===== config.mk =====
export PLATFORM = sky130hd
export DESIGN_NAME = fabric_cfg_ctrl_flat
export DESIGN_NICKNAME = d
export VERILOG_FILES = /design/src/rtl/fpga_cfg_pkg.sv /design/src/rtl/fabric_cfg_ctrl_if.sv /design/src/rtl/fabric_cfg_ctrl.sv /design/src/flat_wrapper.sv
export SDC_FILE = /design/constraint.sdc
export NUM_CORES = 1
export LEC_CHECK = 0
export ABC_AREA = 1
export CAP_MARGIN = 20
export CORE_MARGIN = 2
export CORE_UTILIZATION = 40
export CTS_CLUSTER_DIAMETER = 80
export DETAILED_ROUTE_END_ITERATION = 16
export PLACE_DENSITY = 0.82
export SYNTH_ARGS = -nofsm -noshare
export SYNTH_HDL_FRONTEND = slang
export SYNTH_SLANG_ARGS = --single-unit

===== constraint.sdc =====
create_clock -name clk -period 1.8 [get_ports clk]
set_input_delay 0.36 -clock clk [delete_from_list [all_inputs] [get_ports clk]]
set_output_delay 0.36 -clock clk [all_outputs]
set_load 0.02 [all_outputs]

===== src/rtl/fpga_cfg_pkg.sv =====
// Shared types and default geometry for the fabric configuration controller,
// the fabric model and their benches.
package fpga_cfg_pkg;

    localparam int unsigned DEF_CFG_HEIGHT = 32;
    localparam int unsigned DEF_CFG_LENGTH = 64;

    typedef enum logic [1:0] {
        CFG_IDLE  = 2'd0,
        CFG_WAIT  = 2'd1,
        CFG_LOAD  = 2'd2,
        CFG_FLUSH = 2'd3
    } cfg_state_e;

endpackage


===== src/rtl/fabric_cfg_ctrl_if.sv =====
// Bitstream stream, fabric chain, status and PCPI gating signals of the
// configuration controller; master is the host/CPU side, slave the controller.
interface fabric_cfg_ctrl_if #(
    parameter int unsigned CFG_HEIGHT = fpga_cfg_pkg::DEF_CFG_HEIGHT
);
    logic                  start;
    logic                  bs_valid;
    logic [CFG_HEIGHT-1:0] bs_data;
    logic                  bs_ready;
    logic                  shift;
    logic [CFG_HEIGHT-1:0] cdata;
    logic                  busy;
    logic                  configured;
    logic                  done;
    logic                  cpu_pcpi_valid;
    logic                  fab_pcpi_valid;

    modport master (
        output start, bs_valid, bs_data, cpu_pcpi_valid,
        input  bs_ready, shift, cdata, busy, configured, done, fab_pcpi_valid
    );

    modport slave (
        input  start, bs_valid, bs_data, cpu_pcpi_valid,
        output bs_ready, shift, cdata, busy, configured, done, fab_pcpi_valid
    );
endinterface


===== src/rtl/fabric_cfg_ctrl.sv =====
// Loads a CFG_LENGTH-column bitstream into the fabric chain and gates PCPI
// requests to the fabric until a complete configuration is present.
module fabric_cfg_ctrl
    import fpga_cfg_pkg::*;
#(
    parameter int unsigned CFG_HEIGHT = DEF_CFG_HEIGHT,
    parameter int unsigned CFG_LENGTH = DEF_CFG_LENGTH
) (
    input  logic             clk,
    input  logic             rst,
    fabric_cfg_ctrl_if.slave bus
);

    localparam int unsigned      CNT_W     = $clog2(CFG_LENGTH + 1);
    localparam logic [CNT_W-1:0] LAST_BEAT = CNT_W'(CFG_LENGTH);

    cfg_state_e            state_q, state_d;
    logic                  pending_q, pending_d;
    logic [CNT_W-1:0]      cnt_q, cnt_d;
    logic                  shift_q, shift_d;
    logic [CFG_HEIGHT-1:0] cdata_q, cdata_d;
    logic                  configured_q, configured_d;
    logic                  done_q, done_d;
    logic                  accept_s;
    logic [CNT_W-1:0]      beat_num_s;

    assign accept_s   = (state_q == CFG_LOAD) && bus.bs_valid;
    assign beat_num_s = cnt_q + CNT_W'(1);

    // Next-state and registered-output computation.
    always_comb begin
        state_d      = state_q;
        pending_d    = pending_q;
        cnt_d        = cnt_q;
        shift_d      = 1'b0;
        cdata_d      = cdata_q;
        configured_d = configured_q;
        done_d       = 1'b0;
        case (state_q)
            CFG_IDLE, CFG_WAIT: begin
                if (bus.start) begin
                    pending_d = 1'b1;
                end else begin
                    pending_d = pending_q;
                end
                // The fabric may only change once no PCPI transaction is open.
                if (pending_q && !bus.cpu_pcpi_valid) begin
                    state_d      = CFG_LOAD;
                    pending_d    = 1'b0;
                    configured_d = 1'b0;
                    cnt_d        = '0;
                end else if (pending_q) begin
                    state_d = CFG_WAIT;
                end else begin
                    state_d = state_q;
                end
            end
            CFG_LOAD: begin
                if (accept_s) begin
                    shift_d = 1'b1;
                    cdata_d = bus.bs_data;
                    cnt_d   = beat_num_s;
                    if (beat_num_s == LAST_BEAT) begin
                        state_d = CFG_FLUSH;
                    end else begin
                        state_d = state_q;
                    end
                end else begin
                    shift_d = 1'b0;
                    cdata_d = cdata_q;
                end
            end
            CFG_FLUSH: begin
                configured_d = 1'b1;
                done_d       = 1'b1;
                state_d      = CFG_IDLE;
            end
            default: begin
                state_d = CFG_IDLE;
            end
        endcase
    end

    // State and output registers with synchronous reset.
    always_ff @(posedge clk) begin
        if (rst) begin
            state_q      <= CFG_IDLE;
            pending_q    <= 1'b0;
            cnt_q        <= '0;
            shift_q      <= 1'b0;
            cdata_q      <= '0;
            configured_q <= 1'b0;
            done_q       <= 1'b0;
        end else begin
            state_q      <= state_d;
            pending_q    <= pending_d;
            cnt_q        <= cnt_d;
            shift_q      <= shift_d;
            cdata_q      <= cdata_d;
            configured_q <= configured_d;
            done_q       <= done_d;
        end
    end

    assign bus.bs_ready       = (state_q == CFG_LOAD);
    assign bus.shift          = shift_q;
    assign bus.cdata          = cdata_q;
    assign bus.busy           = pending_q || (state_q != CFG_IDLE);
    assign bus.configured     = configured_q;
    assign bus.done           = done_q;
    assign bus.fab_pcpi_valid = bus.cpu_pcpi_valid && configured_q;

endmodule


===== src/flat_wrapper.sv =====
// flat-port wrapper written by rule: the top's interface ports become plain ports
module fabric_cfg_ctrl_flat import fpga_cfg_pkg::*;
#(
    parameter int unsigned CFG_HEIGHT = DEF_CFG_HEIGHT,
    parameter int unsigned CFG_LENGTH = DEF_CFG_LENGTH
)
  (clk, rst, bus_start, bus_bs_valid, bus_bs_data, bus_cpu_pcpi_valid, bus_bs_ready, bus_shift, bus_cdata, bus_busy, bus_configured, bus_done, bus_fab_pcpi_valid);
  fabric_cfg_ctrl_if #(.CFG_HEIGHT(CFG_HEIGHT)) bus_i ();
  input  logic clk;
  input  logic rst;
  input wire logic [$bits(bus_i.start)-1:0] bus_start;
  input wire logic [$bits(bus_i.bs_valid)-1:0] bus_bs_valid;
  input wire logic [$bits(bus_i.bs_data)-1:0] bus_bs_data;
  input wire logic [$bits(bus_i.cpu_pcpi_valid)-1:0] bus_cpu_pcpi_valid;
  output wire logic [$bits(bus_i.bs_ready)-1:0] bus_bs_ready;
  output wire logic [$bits(bus_i.shift)-1:0] bus_shift;
  output wire logic [$bits(bus_i.cdata)-1:0] bus_cdata;
  output wire logic [$bits(bus_i.busy)-1:0] bus_busy;
  output wire logic [$bits(bus_i.configured)-1:0] bus_configured;
  output wire logic [$bits(bus_i.done)-1:0] bus_done;
  output wire logic [$bits(bus_i.fab_pcpi_valid)-1:0] bus_fab_pcpi_valid;
  assign bus_i.start = bus_start;
  assign bus_i.bs_valid = bus_bs_valid;
  assign bus_i.bs_data = bus_bs_data;
  assign bus_i.cpu_pcpi_valid = bus_cpu_pcpi_valid;
  assign bus_bs_ready = bus_i.bs_ready;
  assign bus_shift = bus_i.shift;
  assign bus_cdata = bus_i.cdata;
  assign bus_busy = bus_i.busy;
  assign bus_configured = bus_i.configured;
  assign bus_done = bus_i.done;
  assign bus_fab_pcpi_valid = bus_i.fab_pcpi_valid;
  fabric_cfg_ctrl #(.CFG_HEIGHT(CFG_HEIGHT), .CFG_LENGTH(CFG_LENGTH)) u_core (.clk(clk), .rst(rst), .bus(bus_i));
endmodule

==> results of run 1 <==
power by group through the flow:
stage / Clock, mW / Combinational, mW / Sequential (mW)
after detailed placement: 0 / 0.271 / 1.06
after floorplan: 0 / 0.0976 / 1.08
after global routing: 0.662 / 0.289 / 1.04
after CTS: 0.623 / 0.268 / 1.04
final: 0.602 / 0.266 / 1.04
after global placement: 0 / 0.270 / 1.06
path summary, 6_finish.rpt:
| check | startpoint | end | slack, ns | cells past startpoint |
|---|---|---|---|---|
| setup / recovery | u_core.state_q[1]$_SDFFE_PP0P_ | bus_busy | 0.08 | 4 |
| hold reg to reg | u_core.bus.cdata[16]$_SDFFE_PP0P_ | u_core.bus.cdata[16]$_SDFFE_PP0P_ | 0.46 | 2 |
| setup reg to reg | u_core.cnt_q[0]$_SDFFE_PP0P_ | u_core.state_q[0]$_SDFFE_PP0P_ | 0.39 | 9 |
| hold / removal | u_core.bus.cdata[16]$_SDFFE_PP0P_ | u_core.bus.cdata[16]$_SDFFE_PP0P_ | 0.46 | 2 |
cells by family (layout without fill, tap and decap cells):
kind of cell	after synthesis	in the layout	share of synthesized area
AND/OR/NAND/NOR	102	102	0.2475
AO/OA/AOI/OAI	49	49	0.1582
adder cells (fa/ha/maj)	1	1	0.007256
buffers and inverters	22	100	0.06458
flip-flops	45	45	0.5225
critical path, stage by stage (launching register included):
cell and delay [ns]:
dfxtp_1 0.33, nor2_1 0.13, inv_1 0.06, or2_2 0.26
clkdlybuf4s15_1 0.28
area by class of cell:
cell class                 instances  area (um2)  area share
multi-input combinational        152       711.9      0.2737
timing repair buffer              80       795.8      0.3059
clock buffer                       7       76.32     0.02934
sequential                        45       900.9      0.3463
clock inverter                     1       7.507    0.002886
inverter                          12       46.29     0.01780
tap                               50       62.56     0.02405
through the flow:
stage	setup slack, ns	power (mW)	hold WS (ns)
3_5_place_dp	-0.06972	1.334	0.4546
2_1_floorplan	0.5581	1.182	0.4499
5_1_grt	0.01485	1.994	0.4808
3_3_place_gp	-0.07242	1.331	0.4500
6_report	0.07978	1.906	0.4640
4_1_cts	0.03348	1.929	0.4667
timing repair:
item / in CTS / in global routing
gates resized for setup: 3 / 1
endpoints found under the setup margin: 3 / 1
hold endpoints to repair: 0 / 0
setup buffers: 0 / 0
layer usage:
metal	wire, um	GRT usage	share of wire
met5	0	0	0
met3	406	0.08140	0.10
met4	31	0.04487	0.0079
met2	1712	0.2543	0.44
met1	1779	0.2093	0.45
Yosys cell counts, types with 2 or more instances:
cell type	count
buf_6	3
clkbuf_1	3
o21ai_0	2
nand3b_1	2
o21ai_1	2
nor2_1	7
a32o_1	4
buf_2	4
dfxtp_1	45
nand2_1	80
inv_1	10
a21oi_1	38
nand3_1	6
registers in the layout, summed over array words and instances (netlist names):
name and cells:
u_core.bus.configured 1, u_core.state_q 2, u_core.bus.cdata 32, u_core.pending_q 1, u_core.bus.shift 1, u_core.cnt_q 7, u_core.bus.done 1
==> impl_metrics.json, run 1 <==
{
  "die_height_um": 69.66,
  "critPathKind": "reg -> out",
  "drtAntennaViolNets": 0,
  "grt_max_degree": 22,
  "postPlaceCellArea_um2": 2520,
  "postLayoutCellArea_um2": 2601,
  "yosysTopAreaCellShare": 0.5225,
  "clk_latency_ns": 0.30,
  "clock-sinks": 45,
  "cts_tree": "yes",
  "fin_crit_sh": 0.9557,
  "fin_cells": 347,
  "via_count": 1650,
  "yosys_warnings": 0,
  "synth.avg_cell_area_um2": 7.873,
  "dp_hpwl_mm": 2.845,
  "dp.cells": 339,
  "grt.total_usage": 0.1663,
  "max_freq_mhz": 581.3,
  "synthesis.nets": 257,
  "seqPwrFrac": 0.545,
  "final_cell_mix": "nand2_1, clkdlybuf4s50_1, dfxtp_1",
  "setup_viol": 0,
  "io_pins": 75,
  "p_int_mw": 1.440,
  "nets": 334,
  "start_util": 0.4219,
  "cts-buffers-inserted": 5,
  "vdd_drop_max_uv": 445.9,
  "worst_pin_slew_ns": 0.2420,
  "switching_share": 0.2447,
  "syn_to_final_growth_pct": 50.87,
  "ys_seq_area_frac": 0.5225,
  "cap_violations": 0,
  "grt_first_pass_wirelength_mm": 6.582,
  "dieArea_um2": 4852,
  "cts_root_buffer": "clkbuf_8",
  "mostFrequentLayoutCell": "nand2_1",
  "layout_min_cycle_time_ns": 1.720,
  "port_buffers": 74,
  "relSlewSlack": 0.8381,
  "slew_viol_final": 0,
  "synth_async_sr_flop_share": 0,
  "p_per_area_nw_per_um2": 732.9,
  "cts-htree-levels": 2,
  "synth_seq_cells": 45,
  "viasPerCell": 4.755,
  "drt_iter0_drc": 90,
  "rows": 23,
  "p_comb_frac": 0.139,
  "coreArea_um2": 4086,
  "synth.distinct_cells": 26,
  "status": "finished clean",
  "finalHoldViolations": 0,
  "synth_cells": 219,
  "first_pass_iters": 5,
  "endpoint_kind": "output pin",
  "antenna_found_initial": 0,
  "diodes": 0,
  "clockPowerShare": 0.316,
  "hold_path_class": "reg -> reg",
  "final_layout_size_suffix_gt1_frac": 0.06734,
  "fin_worst_skew_ns": 0.005749,
  "synth_area_leader_cell": "dfxtp_1",
  "rsz0062_at_grt": "false",
  "setup_tns_ns": 0,
  "cts_hold_buffers": 0,
  "ys_top_cells_by_area": "dfxtp_1, nand2_1, a21oi_1",
  "critPathMaxFanout": 3,
  "grt_overflow_total": 0,
  "fillers": 367,
  "clk_path_buf_depth": 2,
  "fp.dieW_um": 69.66,
  "wl_per_cell_um": 11.33,
  "critPathArrivalTime_ns": 1.36,
  "leakagePower_nw": 0.9580,
  "final_util": 0.6366,
  "place_congestion": 0.8213,
  "synth-edff-count": 0,
  "drc_errors": 0,
  "netSwitchingPower_mw": 0.4666,
  "path_clk_slew_ns": 0.08,
  "synth_ff_type": "dfxtp_1",
  "syn_area_um2": 1724,
  "worst_setup_path_start_kind": "flip-flop",
  "grt_pass1_vias": 1506,
  "cp.required_ns": 1.44,
  "wl_mm": 3.930
}
Power figures use the tool's default switching activity.
==> inputs of run 2 (changes only) <==
--- a/config.mk
+++ b/config.mk
@@ -12,6 +12,7 @@
 export CTS_CLUSTER_DIAMETER = 80
 export DETAILED_ROUTE_END_ITERATION = 16
 export PLACE_DENSITY = 0.82
+export RECOVER_POWER = 50
 export SYNTH_ARGS = -nofsm -noshare
 export SYNTH_HDL_FRONTEND = slang
 export SYNTH_SLANG_ARGS = --single-unit
==> impl_metrics.json, run 2 (synthesized netlist as in run 1, its figures left out) <==
{
  "crit_family": "simple AND/OR/NAND/NOR gates",
  "vdd_drop_max_uv": 447.6,
  "switching_share": 0.2446,
  "via_count": 1650,
  "critPathSlowestCell": "dfxtp_1",
  "finalHoldViolations": 0,
  "final_cell_mix": "nand2_1, clkdlybuf4s50_1, dfxtp_1",
  "fp.dieW_um": 69.66,
  "place_congestion": 0.8213,
  "drc_errors": 0,
  "clk_path_buf_depth": 2,
  "grt_max_degree": 22,
  "rsz0062_at_grt": "false",
  "clockPowerShare": 0.317,
  "port_buffers": 74,
  "path_clk_slew_ns": 0.08,
  "finalWorstSetupSlack_ns": 0.08059,
  "critPathKind": "reg -> out",
  "leakagePower_nw": 0.9431,
  "drt_iter0_drc": 99,
  "p_comb_frac": 0.136,
  "netSwitchingPower_mw": 0.4643,
  "fin_cells": 347,
  "slew_viol_final": 0,
  "critPathMaxFanout": 3,
  "p_int_mw": 1.434,
  "cts_tree": "yes",
  "first_pass_iters": 4,
  "holdCritStartpoint": "u_core.bus.cdata[16]$_SDFFE_PP0P_",
  "worst-path-stages": 4,
  "dp.cells": 339,
  "clk_latency_ns": 0.29,
  "crit_chain": "nor2_1 -> inv_1 -> or2_2 -> clkdlybuf4s15_1",
  "largest_register_ffs": 32,
  "postLayoutCellArea_um2": 2570,
  "relSlewSlack": 0.5818,
  "cts_setup_buffers": 0,
  "diodes": 0,
  "final_layout_size_suffix_gt1_frac": 0.05387,
  "setup_viol": 0,
  "cts-htree-levels": 2,
  "wl_mm": 3.951,
  "r2r_cells": 6,
  "seqPwrFrac": 0.547,
  "layout_min_cycle_time_ns": 1.719,
  "rows": 23,
  "nets": 334,
  "cts-buffers-inserted": 5,
  "crit_buf_inv": 2,
  "die_height_um": 69.66,
  "grt_overflow_total": 0,
  "cap_violations": 0,
  "fin_crit_sh": 0.9552,
  "holdWs_ns": 0.4644,
  "worst_setup_path_start_kind": "flip-flop",
  "grt.total_usage": 0.1663,
  "endpoint_kind": "output pin",
  "p_per_area_nw_per_um2": 738.7,
  "worst_pin_slew_ns": 0.6273,
  "grt_first_pass_wirelength_mm": 6.582,
  "holdPathStages": 2,
  "critPathArrivalTime_ns": 1.36,
  "dieArea_um2": 4852,
  "mostFrequentLayoutCell": "nand2_1",
  "clock-sinks": 45,
  "dp_slack_ns": -0.06972,
  "coreArea_um2": 4086,
  "critPathLaunch": "u_core.state_q[1]$_SDFFE_PP0P_",
  "p_total_mw": 1.899,
  "rr_startpoint": "u_core.state_q[1]$_SDFFE_PP0P_",
  "antenna_found_initial": 0,
  "cp.required_ns": 1.44,
  "fin_worst_skew_ns": 0.006097,
  "start_util": 0.4219,
  "status": "finished clean",
  "cts_root_buffer": "clkbuf_8",
  "viasPerCell": 4.755,
  "syn_to_final_growth_pct": 49.06,
  "grt_pass1_vias": 1506,
  "max_freq_mhz": 581.6,
  "wl_per_cell_um": 11.39,
  "cp_slowest_stage_delay_ns": 0.33,
  "hold_path_class": "reg -> reg",
  "drtAntennaViolNets": 0,
  "setup_tns_ns": 0,
  "io_pins": 75,
  "postPlaceCellArea_um2": 2520,
  "final_util": 0.6289,
  "dp_hpwl_mm": 2.845,
  "fillers": 374
}
## run 2: what timing repair did
action,in CTS,in global routing
pin swaps,0,0
hold buffers,0,0
endpoints found under the hold margin,0,0
gates resized for setup,3,1
endpoints found under the setup margin,3,1
## run 2: worst paths after layout
path	end	slack, ns
worst min-delay path	u_core.bus.cdata[16]$_SDFFE_PP0P_	0.46
worst max-delay path	bus_busy	0.08
worst max register to register	u_core.cnt_q[1]$_SDFFE_PP0P_	0.16
worst min register to register	u_core.bus.cdata[16]$_SDFFE_PP0P_	0.46
## run 2: tightest hold or removal path: cells and delay by family (launching register included)
| kind | cells | cell delay, ns |
|---|---|---|
| AOI/OAI and AO/OA | 1 | 0.05 |
| DFF | 1 | 0.31 |
| and+or+nand+nor | 1 | 0.06 |
## run 2: power by group through the flow
stage               Clock [mW]  Sequential [mW]  Combinational, mW
finish                   0.602             1.04              0.258
global placement             0             1.06              0.270
global route             0.662             1.04              0.281
detailed placement           0             1.06              0.271
floorplan                    0             1.08             0.0976
CTS                      0.623             1.04              0.268
## run 2: metal layers
| metal | vias to the layer above | routed length (um) | track usage |
|---|---|---|---|
| li1 | 868 | - | - |
| met1 | 720 | 1802 | 0.2093 |
| met2 | 57 | 1721 | 0.2543 |
| met3 | 5 | 394 | 0.08140 |
| met4 | 0 | 31 | 0.04487 |
| met5 | - | 0 | 0 |
## run 2: area by class of cell
cell class              count  area, um2  share of cell area
well taps                  50      62.56             0.02434
multi-input cells         152      699.4              0.2722
repair buffers             80      777.0              0.3023
flip-flops and latches     45      900.9              0.3505
clock buffers               7      76.32             0.02970
clock inverters             1      7.507            0.002921
inverters                  12      46.29             0.01801
==> inputs of run 3 (changes only) <==
--- a/config.mk
+++ b/config.mk
@@ -11,6 +11,7 @@
 export CORE_UTILIZATION = 40
 export CTS_CLUSTER_DIAMETER = 80
 export DETAILED_ROUTE_END_ITERATION = 16
+export GPL_TIMING_DRIVEN = 0
 export PLACE_DENSITY = 0.82
 export RECOVER_POWER = 50
 export SYNTH_ARGS = -nofsm -noshare
==> impl_metrics.json, run 3 (synthesized netlist as in run 1, its figures left out) <==
{
  "nets": 338,
  "coreArea_um2": 4086,
  "cap_violations": 0,
  "critPathMaxFanout": 3,
  "hold_path_class": "reg -> reg",
  "setup_viol": 0,
  "dp_hpwl_mm": 2.915,
  "via_count": 1685,
  "wl_mm": 3.998,
  "worst_pin_slew_ns": 0.4315,
  "grt.total_usage": 0.1686,
  "final_layout_size_suffix_gt1_frac": 0.06000,
  "worst_setup_path_start_kind": "flip-flop",
  "postLayoutCellArea_um2": 2584,
  "cts_root_buffer": "clkbuf_8",
  "grt_pass1_vias": 1539,
  "critPathKind": "reg -> out",
  "final_cell_mix": "nand2_1, clkdlybuf4s50_1, dfxtp_1",
  "crit_chain": "nor2_1 -> inv_1 -> or2_2 -> clkdlybuf4s15_1",
  "wl_per_cell_um": 11.42,
  "clock-sinks": 45,
  "grtUsageMet2": 0.2810,
  "fin_crit_sh": 0.9565,
  "critPathSlowestCell": "dfxtp_1",
  "finalWorstSetupSlack_ns": 0.07831,
  "r2r_setup_slack_ns": 0.24,
  "grt_use_met1": 0.2011,
  "slew_viol_final": 0,
  "diodes": 0,
  "fp.dieW_um": 69.66,
  "cts_tree": "yes",
  "rsz0062_at_grt": "false",
  "endpoint_kind": "output pin",
  "viasPerCell": 4.814,
  "cts-buffers-inserted": 5,
  "status": "finished clean",
  "relSlewSlack": 0.7123,
  "die_height_um": 69.66,
  "cts-htree-levels": 2,
  "drt_iter0_drc": 50,
  "path_clk_slew_ns": 0.08,
  "cts_setup_buffers": 0,
  "fin_worst_skew_ns": 0.004709,
  "port_buffers": 74,
  "cp.required_ns": 1.44,
  "grt_max_degree": 14,
  "rows": 23,
  "leakagePower_nw": 0.9454,
  "drc_errors": 0,
  "grt_overflow_total": 0,
  "critPathArrivalTime_ns": 1.36,
  "layout_min_cycle_time_ns": 1.722,
  "clk_latency_ns": 0.29,
  "syn_to_final_growth_pct": 49.85,
  "start_util": 0.4219,
  "dp_slack_ns": -0.08503,
  "postPlaceCellArea_um2": 2527,
  "mostFrequentLayoutCell": "nand2_1",
  "vdd_drop_max_uv": 615.9,
  "finalHoldViolations": 0,
  "met3_usage": 0.06977,
  "place_congestion": 0.7985,
  "antenna_found_initial": 0,
  "dieArea_um2": 4852,
  "drtAntennaViolNets": 0,
  "io_pins": 75,
  "max_freq_mhz": 580.8,
  "grt_first_pass_wirelength_mm": 6.727,
  "first_pass_iters": 4,
  "clk_path_buf_depth": 2,
  "largest_register_ffs": 32,
  "busiest_layer": "met2",
  "p_per_area_nw_per_um2": 744.2,
  "cp_slowest_stage_delay_ns": 0.33
}
[run 3: changes by cell type in the layout (fill, tap and decap cells not counted), sizes merged]
cell / previous run / this run
buf: 3 / 4
clkinv: 1 / 0
clkbuf: 10 / 12
clkinvlp: 1 / 2
[run 3: area by class of cell]
type / instances / area, um2
multi-input cells: 152 / 699.4
fillers: 379 / 1503
clock inverters: 1 / 7.507
well taps: 50 / 62.56
flip-flops and latches: 45 / 900.9
clock buffers: 6 / 82.58
inverters: 12 / 46.29
plain buffers: 10 / 46.29
repair buffers: 74 / 738.2
[run 3: what timing repair did]
item / 4_1_cts / 5_1_grt
gates resized for setup: 3 / 1
hold buffers: 0 / 0
hold endpoints to repair: 0 / 0
setup endpoints to repair: 3 / 1
[run 3: stage by stage]
step / power [mW] / setup TNS [ns] / utilization / hold slack, ns / std cells
after detailed placement: 1.333 / -0.08503 / 0.6185 / 0.4551 / 343
final: 1.923 / 0 / 0.6323 / 0.4650 / 350
after CTS: 1.956 / 0 / 0.6396 / 0.4677 / 350
after global placement: 1.330 / -0.08494 / 0.6185 / 0.4516 / 343
after floorplan: 1.182 / 0 / - / 0.4499 / 219
after global routing: 2.016 / 0 / 0.6323 / 0.4927 / 350
[run 3: per-layer routing]
| layer | vias up | wire (um) |
|---|---|---|
| met4 | 0 | 50 |
| met2 | 59 | 1826 |
| met3 | 6 | 389 |
| met1 | 750 | 1732 |
| met5 | - | 0 |
| li1 | 870 | - |
[run 3: worst paths after layout]
check,endpoint,cells after the start,startpoint
max,bus_busy,4,u_core.state_q[1]$_SDFFE_PP0P_
min,u_core.bus.cdata[14]$_SDFFE_PP0P_,2,u_core.bus.cdata[14]$_SDFFE_PP0P_
min reg2reg,u_core.bus.cdata[14]$_SDFFE_PP0P_,2,u_core.bus.cdata[14]$_SDFFE_PP0P_
max reg2reg,u_core.bus.cdata[25]$_SDFFE_PP0P_,7,u_core.state_q[1]$_SDFFE_PP0P_
[run 3: critical path: cells and delay by family, from the launching register on]
kind / cells / cell delay [ns]
AND/OR/NAND/NOR: 2 / 0.40
buffers and inverters: 2 / 0.34
flip-flops: 1 / 0.33
[run 3: report_power, final]
part / total, mW / switching [mW] / internal (mW)
registers: 1.04 / 0.0168 / 1.02
clock network: 0.626 / 0.323 / 0.303
logic: 0.259 / 0.121 / 0.138
total: 1.92 / 0.460 / 1.46
